### src/rtl/audio_mixer.sv
// rtl/audio_mixer.sv - serial gain/accumulate/saturate mixer of NUM_CH signed PCM channels
// Optional AUDIO_MIXER_DC_BLOCK_EN adds a first-order DC-blocking high-pass stage on dout.
module audio_mixer #(
    parameter int AUDIO_DW   = 16,
    parameter int NUM_CH     = 4,
    parameter int GAIN_W     = 4,
    parameter int GAIN_SHIFT = 3
) (
    input  logic                       clk,
    input  logic                       rst,
    input  logic                       sample_stb,
    input  logic [NUM_CH*AUDIO_DW-1:0] din,
    input  logic [NUM_CH*GAIN_W-1:0]   gain,
    output logic [AUDIO_DW-1:0]        dout,
    output logic                       dout_valid,
    output logic                       busy,
    output logic                       overrun,
    input  logic                       overrun_clr
);
    localparam int IDX_W  = $clog2(NUM_CH);
    localparam int PROD_W = AUDIO_DW + GAIN_W + 1;
    localparam int ACC_W  = PROD_W + IDX_W;

`ifdef AUDIO_MIXER_DC_BLOCK_EN
    typedef enum logic [1:0] {IDLE, ACC, SAT, DCB} state_t;
`else
    typedef enum logic [1:0] {IDLE, ACC, SAT} state_t;
`endif

    state_t state, state_nxt;

    logic [AUDIO_DW-1:0]      snap_din  [NUM_CH];
    logic [GAIN_W-1:0]        snap_gain [NUM_CH];
    logic [IDX_W-1:0]         idx;
    logic signed [ACC_W-1:0]  acc, acc_nxt;
    logic signed [PROD_W-1:0] din_ext, gain_ext, prod, term;
    logic [ACC_W-AUDIO_DW:0]  acc_top;
    logic [AUDIO_DW-1:0]      sat_val;

    assign busy = (state != IDLE);

    always_ff @(posedge clk) begin
        if (rst) state <= IDLE;
        else     state <= state_nxt;
    end

    always_comb begin
        state_nxt = state;
        case (state)
            IDLE: if (sample_stb) state_nxt = ACC;
            ACC:  if (idx == IDX_W'(NUM_CH - 1)) state_nxt = SAT;
`ifdef AUDIO_MIXER_DC_BLOCK_EN
            SAT:  state_nxt = DCB;
            DCB:  state_nxt = IDLE;
`else
            SAT:  state_nxt = IDLE;
`endif
            default: state_nxt = IDLE;
        endcase
    end

    // Full-precision signed x zero-extended gain, then floor shift; acc is wide enough never to wrap.
    always_comb begin
        din_ext  = PROD_W'(signed'(snap_din[idx]));
        gain_ext = signed'({{(AUDIO_DW + 1){1'b0}}, snap_gain[idx]});
        prod     = din_ext * gain_ext;
        term     = prod >>> GAIN_SHIFT;
        acc_nxt  = acc + ACC_W'(term);
        acc_top  = acc[ACC_W-1:AUDIO_DW-1];
        if (&acc_top || ~|acc_top) sat_val = acc[AUDIO_DW-1:0];
        else if (acc[ACC_W-1])     sat_val = {1'b1, {(AUDIO_DW - 1){1'b0}}};
        else                       sat_val = {1'b0, {(AUDIO_DW - 1){1'b1}}};
    end

`ifdef AUDIO_MIXER_DC_BLOCK_EN
    localparam int Y_W = AUDIO_DW + 2;
    logic [AUDIO_DW-1:0]   s_cur, s_prev, y_prev, y_sat;
    logic signed [Y_W-1:0] y_full;
    logic [2:0]            y_top;

    // y = s - s_prev + y_prev - y_prev/1024, re-clamped to the output width
    always_comb begin
        y_full = Y_W'(signed'(s_cur)) - Y_W'(signed'(s_prev)) + Y_W'(signed'(y_prev))
               - Y_W'(signed'(y_prev) >>> 10);
        y_top  = y_full[Y_W-1:AUDIO_DW-1];
        if (&y_top || ~|y_top) y_sat = y_full[AUDIO_DW-1:0];
        else if (y_full[Y_W-1]) y_sat = {1'b1, {(AUDIO_DW - 1){1'b0}}};
        else                    y_sat = {1'b0, {(AUDIO_DW - 1){1'b1}}};
    end
`endif

    always_ff @(posedge clk) begin
        if (rst) begin
            acc        <= '0;
            idx        <= '0;
            dout       <= '0;
            dout_valid <= 1'b0;
            overrun    <= 1'b0;
            for (int k = 0; k < NUM_CH; k++) begin
                snap_din[k]  <= '0;
                snap_gain[k] <= '0;
            end
`ifdef AUDIO_MIXER_DC_BLOCK_EN
            s_cur  <= '0;
            s_prev <= '0;
            y_prev <= '0;
`endif
        end else begin
            dout_valid <= 1'b0;
            if (sample_stb && state != IDLE) overrun <= 1'b1;
            else if (overrun_clr)            overrun <= 1'b0;
            case (state)
                IDLE: if (sample_stb) begin
                    for (int k = 0; k < NUM_CH; k++) begin
                        snap_din[k]  <= din[k*AUDIO_DW +: AUDIO_DW];
                        snap_gain[k] <= gain[k*GAIN_W +: GAIN_W];
                    end
                    acc <= '0;
                    idx <= '0;
                end
                ACC: begin
                    acc <= acc_nxt;
                    idx <= idx + 1'b1;
                end
`ifdef AUDIO_MIXER_DC_BLOCK_EN
                SAT: s_cur <= sat_val;
                DCB: begin
                    dout       <= y_sat;
                    dout_valid <= 1'b1;
                    s_prev     <= s_cur;
                    y_prev     <= y_sat;
                end
`else
                SAT: begin
                    dout       <= sat_val;
                    dout_valid <= 1'b1;
                end
`endif
                default: ;
            endcase
        end
    end
endmodule

### config.mk
export PLATFORM = sky130hd
export DESIGN_NAME = audio_mixer
export DESIGN_NICKNAME = d
export VERILOG_FILES = /design/src/rtl/audio_mixer.sv
export SDC_FILE = /design/constraint.sdc
export NUM_CORES = 1
export LEC_CHECK = 0
export CAP_MARGIN = 20
export CORE_ASPECT_RATIO = 0.9
export CORE_MARGIN = 3
export CORE_UTILIZATION = 57
export DETAILED_ROUTE_END_ITERATION = 8
export GPL_TIMING_DRIVEN = 0
export PLACE_DENSITY = 0.82
export SLEW_MARGIN = 25
export SYNTH_ARGS = -nofsm -noshare
export SYNTH_HDL_FRONTEND = slang
export SYNTH_SLANG_ARGS = --single-unit
export TNS_END_PERCENT = 5
### constraint.sdc
create_clock -name clk -period 9.3 [get_ports clk]
set_input_delay 1.395 -clock clk [delete_from_list [all_inputs] [get_ports clk]]
set_output_delay 1.395 -clock clk [all_outputs]
set_load 0.02 [all_outputs]
# == Word level (Yosys, flattened, before mapping) ==
# Memories as Yosys holds them, arrays and structs flattened. A register that Yosys moved wholly into a read port is not among the register bits.
# Cells that the tools add are included.
# classes
addsub,2
multipliers,1
div_mod_pow,0
n_lt_le_gt_ge,0
eq_ne,5
shifts,0
n_mux,30
bitwise,8
n_reduce_logical,11
# ops
operator,count
$mux 16,6
$pmux 23 s2,1
$add 23x18->23,1
$mux 23,1
$mul 16x5->21,1
$mux 4,4
$mux 2,7
$mux 1,9
$or 1x1->1,8
$pmux 2 s2,2
$reduce_and 8->1,1
$reduce_or 8->1,1
$reduce_bool 2->1,3
$eq 2x2->1 const B,2
$ne 2x2->1 const B,2
$reduce_and 2->1,2
$add 2x1->2 const B,1
$eq 2x1->1 const B,1
$logic_not 2->1,1
$logic_and 1x1->1,1
$logic_not 1->1,1
$logic_or 1x1->1,1
# word_totals
ff_bits,45
latchBits,0
mem_bits_rw,80
romBits,0
inputBits,84
out_inout_bits,19
elab_cells,65
memories,2
# memory_table
name,depth,width,read_ports,rd_clocked_by_memory_dff,wr,line,source
snap_din,4,16,1,1,4,32,logic [AUDIO_DW-1:0] snap_din [NUM_CH];
snap_gain,4,4,1,1,4,33,logic [GAIN_W-1:0] snap_gain [NUM_CH];

# == Logic depth before layout (Yosys ltp) ==
# depth
ltp_word,5
depth_mapped,28
ltp_nobuf,25

# == Worst setup path before layout ==
# No wires, ideal clock.
# synth_path
path_kind,register to register
from,register (tool-made name)
to,register acc[21]
setup_ns,0.122
arrival_ns,6.693
required_ns,9.178
setup_slack_ns,2.485
path_stages_with_launch,29
n_path_buf,3
synth_period_minus_slack_ns,6.815
cell_sequence,dfxtp_1 -> buf_6 -> buf_2 -> mux4_2 -> and2_1 -> ha_1 -> fa_1 -> inv_1 -> fa_1 -> inv_1 -> ha_1 -> inv_1 -> o21bai_1 -> a21o_1 -> a221o_1 -> o41ai_4 -> o21bai_1 -> a21oi_1 -> xnor2_1 -> ha_1 -> clkbuf_1 -> a21o_1 -> a21o_1 -> a221o_1 -> a21bo_2 -> a221o_1 -> a31oi_1 -> xor2_1 -> o21ai_0
# synth_lines
item,line,source
to (signal assigned),122,acc <= acc_nxt;
to (decl),35,"logic signed [ACC_W-1:0] acc, acc_nxt;"

==> results.cfg <==
[finish]
syn2layout_area_growth_pct = 22.25
nFillCells = 1014
diodes = 0
final_layout_size_suffix_gt1_frac = 0.06957
fin_nets = 1131

[logic_synthesis]
synth_edf_count = 80
ys_types = 54
synth_cells = 828
ys.flop_type = edfxtp_1
avgSynthCellArea_um2 = 10.29
ys_seq_elements = 127
yosysSeqAreaShare = 0.3924
synthArstFlopShare = 0
syn_area_um2 = 8521
synth_warnings = 0
synth_nets = 1009

[power_and_ir_drop]
peakVddDrop_mv = 0.1371
p_leak_nw = 4.497
power_density_nw_per_um2 = 185.7
power.total_mw = 1.935

[place]
dp_hpwl_um = 14330
globalplace.congestion = 0.9072
io_buffers = 102

[die]
die_area_um2 = 16450
die_w_um = 134.9
io_pins = 103
die_h_um = 122.0
initial_core_util = 0.5953
placementRows = 41
core_area_um2 = 14310

[clocking]
cts_buffers = 17
h-tree-depth = 4
clockBufferDepth = 2
cts.clk_slew.worst_paths_ns = 0.06
cts_sinks = 127
postCtsSetupBuffers = 0
cts_resized = 0
root_buffer = clkbuf_16
clk_latency_ns = 0.43
cts_tree = built
postCtsHoldBufs = 0

[setup_path]
cp.arrival_ns = 7.89
critPathSlowestCell = clkbuf_1
startpoint_type = flop
path_max_fanout = 10
crit_required_ns = 9.61
critPathCaptureType = flop
critPathKind = reg -> reg
cpPeakStageDelay_ns = 0.59

[routing]
avgViaCountPerCell = 5.567
wl_per_cell_um = 16.73
vias = 6436
drtPass1Iterations = 8
ant_nets = 0
wl_um = 19340
first_iter_violations = 481
route.detailed.drc = 0

[sta]
max_freq_mhz = 131.9
grt_setup_unrepaired = no
worstMarginPinSlew_ns = 0.7597
tns_ns = 0
drv_slew = 0
setup_viol = 0
hold_violations = 0
fin_skew_ns = 0.01148
finalCritPeriodShare = 0.8149
slew_headroom = 0.4917
min_period_ns = 7.579

[flow_run]
drv_cap = 0

[global_routing]
grt_util_all_layers = 0.2440
grt_overflow = 0
antenna_found_initial = 0
grt_max_degree = 56
grt_pass1_wl_um = 31350
grt_pass1_vias = 6492

[status]
status = finished clean

[hold_path]
hold_path_class = reg -> reg
[synth_stat cells, types with 2 or more instances]
cell        n  share of area
o21bai_1    8         0.0070
nand4_1     6         0.0044
ha_1       63          0.093
a22oi_1    12          0.011
and2_1    130          0.095
clkbuf_1   24          0.011
buf_1       3         0.0013
a21boi_0    2         0.0018
o21ai_0    28          0.016
nor2_1     53          0.023
xnor2_1    22          0.023
mux4_2     19          0.050
a21oi_1    52          0.031
o211ai_1    2         0.0018
nor3_1     18          0.011
nand3_1     5         0.0029
a21o_1     14          0.012
fa_1       34          0.080
edfxtp_1   80           0.28
nor2b_1     8         0.0059
a221o_1     3         0.0035
nand2_1    44          0.019
a31oi_1     6         0.0044
inv_1      83          0.037
a211o_1     2         0.0021
xor2_1     14          0.014
o21ai_1     4         0.0023
dfxtp_1    47           0.11
nand2b_1    7         0.0051
buf_2       3         0.0018
o21a_1      9         0.0079
[where the power goes]
part	leakage (nW)	internal, mW	switching, mW	total (mW)
combinational	2.97	0.249	0.342	0.591
clock	0.284	0.381	0.288	0.669
sequential	1.25	0.650	0.0248	0.675
[path summary, 6_finish.rpt]
check                from  endpoint  slack (ns)  cells after the start
setup / recovery     flop   acc[21]        1.72                     28
hold / removal    overrun   overrun        0.47                      2
setup reg to reg     flop   acc[21]        1.72                     28
hold reg to reg   overrun   overrun        0.47                      2
[per-layer routing]
layer / routed length, um / global-route usage
met5: 0 / 0
met4: 327 / 0.07824
met3: 1266 / 0.06565
met2: 9320 / 0.3925
met1: 8428 / 0.3246
[state kept, by name (all words and copies together), names as in the netlist, named ones only]
register / count
acc: 23
dout_valid: 1
snap_gain: 16
dout: 16
overrun: 1
idx: 2
snap_din: 64
state: 2
[through the flow]
step	util	std cells	worst slack, ns	area [um^2]	hold slack, ns
after floorplan	-	828	2.485	8521	0.4536
after global placement	0.6835	1123	1.902	9783	0.4595
after detailed placement	0.6860	1124	1.781	9818	0.4661
after CTS	0.7272	1156	1.743	10410	0.4767
after global routing	0.7278	1156	1.378	10420	0.4940
final	0.7278	1156	1.721	10420	0.4730
[critical path, delay by kind of cell (launching register included)]
| kind | cells | cell delay (ns) |
|---|---|---|
| and+or+nand+nor | 1 | 0.20 |
| buffers and inverters | 6 | 1.25 |
| adders and majority gates | 5 | 2.03 |
| muxes | 1 | 0.46 |
| DFF | 1 | 0.32 |
| xor gates and xnor gates | 2 | 0.31 |
| AOI/OAI and AO/OA | 13 | 2.89 |
[cell families (layout without fill, tap and decap cells)]
family / count (synthesis) / after routing / synth area share
AO/OA/AOI/OAI: 152 / 152 / 0.1132
XOR/XNOR: 36 / 36 / 0.03700
multiplexers: 21 / 21 / 0.05448
adder cells (fa/ha/maj): 97 / 97 / 0.1724
buffers and inverters: 114 / 249 / 0.05154
flip-flops: 127 / 127 / 0.3924
AND/OR/NAND/NOR: 281 / 281 / 0.1790
[placed cells by master (no fill, tap or decap), types with 2 or more instances in the layout]
| cell type | count |
|---|---|
| and2_1 | 130 |
| mux4_2 | 19 |
| nand3_1 | 5 |
| nand2b_1 | 6 |
| nor2b_1 | 8 |
| nand2_1 | 44 |
| buf_2 | 3 |
| dfxtp_1 | 47 |
| a22oi_1 | 12 |
| clkbuf_1 | 24 |
| nor3_1 | 18 |
| a21oi_1 | 52 |
| clkbuf_16 | 17 |
| clkdlybuf4s50_1 | 102 |
| o211ai_1 | 2 |
| nand4_1 | 6 |
| buf_1 | 3 |
| xor2_1 | 14 |
| inv_6 | 6 |
| o21a_1 | 9 |
| fa_1 | 34 |
| xnor2_1 | 22 |
| edfxtp_1 | 80 |
| clkinv_4 | 2 |
| inv_8 | 3 |
| a21o_1 | 14 |
| clkinvlp_4 | 2 |
| o21bai_1 | 8 |
| nor2_1 | 53 |
| inv_1 | 83 |
| a211o_1 | 2 |
| ha_1 | 63 |
| o21ai_0 | 28 |
| a21boi_0 | 2 |
| a221o_1 | 3 |
| o21ai_1 | 4 |
| a31oi_1 | 6 |
[area by class of cell]
type                            count  area, um^2  share of cell area
Multi-Input combinational cell    587        4753              0.4563
Clock buffer                       17       425.4             0.04084
Sequential cell                   127        3343              0.3210
Clock inverter                     15       165.2             0.01586
Tap cell                          193       241.5             0.02318
Buffer                             31       127.6             0.01225
Timing Repair Buffer              103        1049              0.1007
Inverter                           83       311.5             0.02991
(Power assumes the default switching activity.)
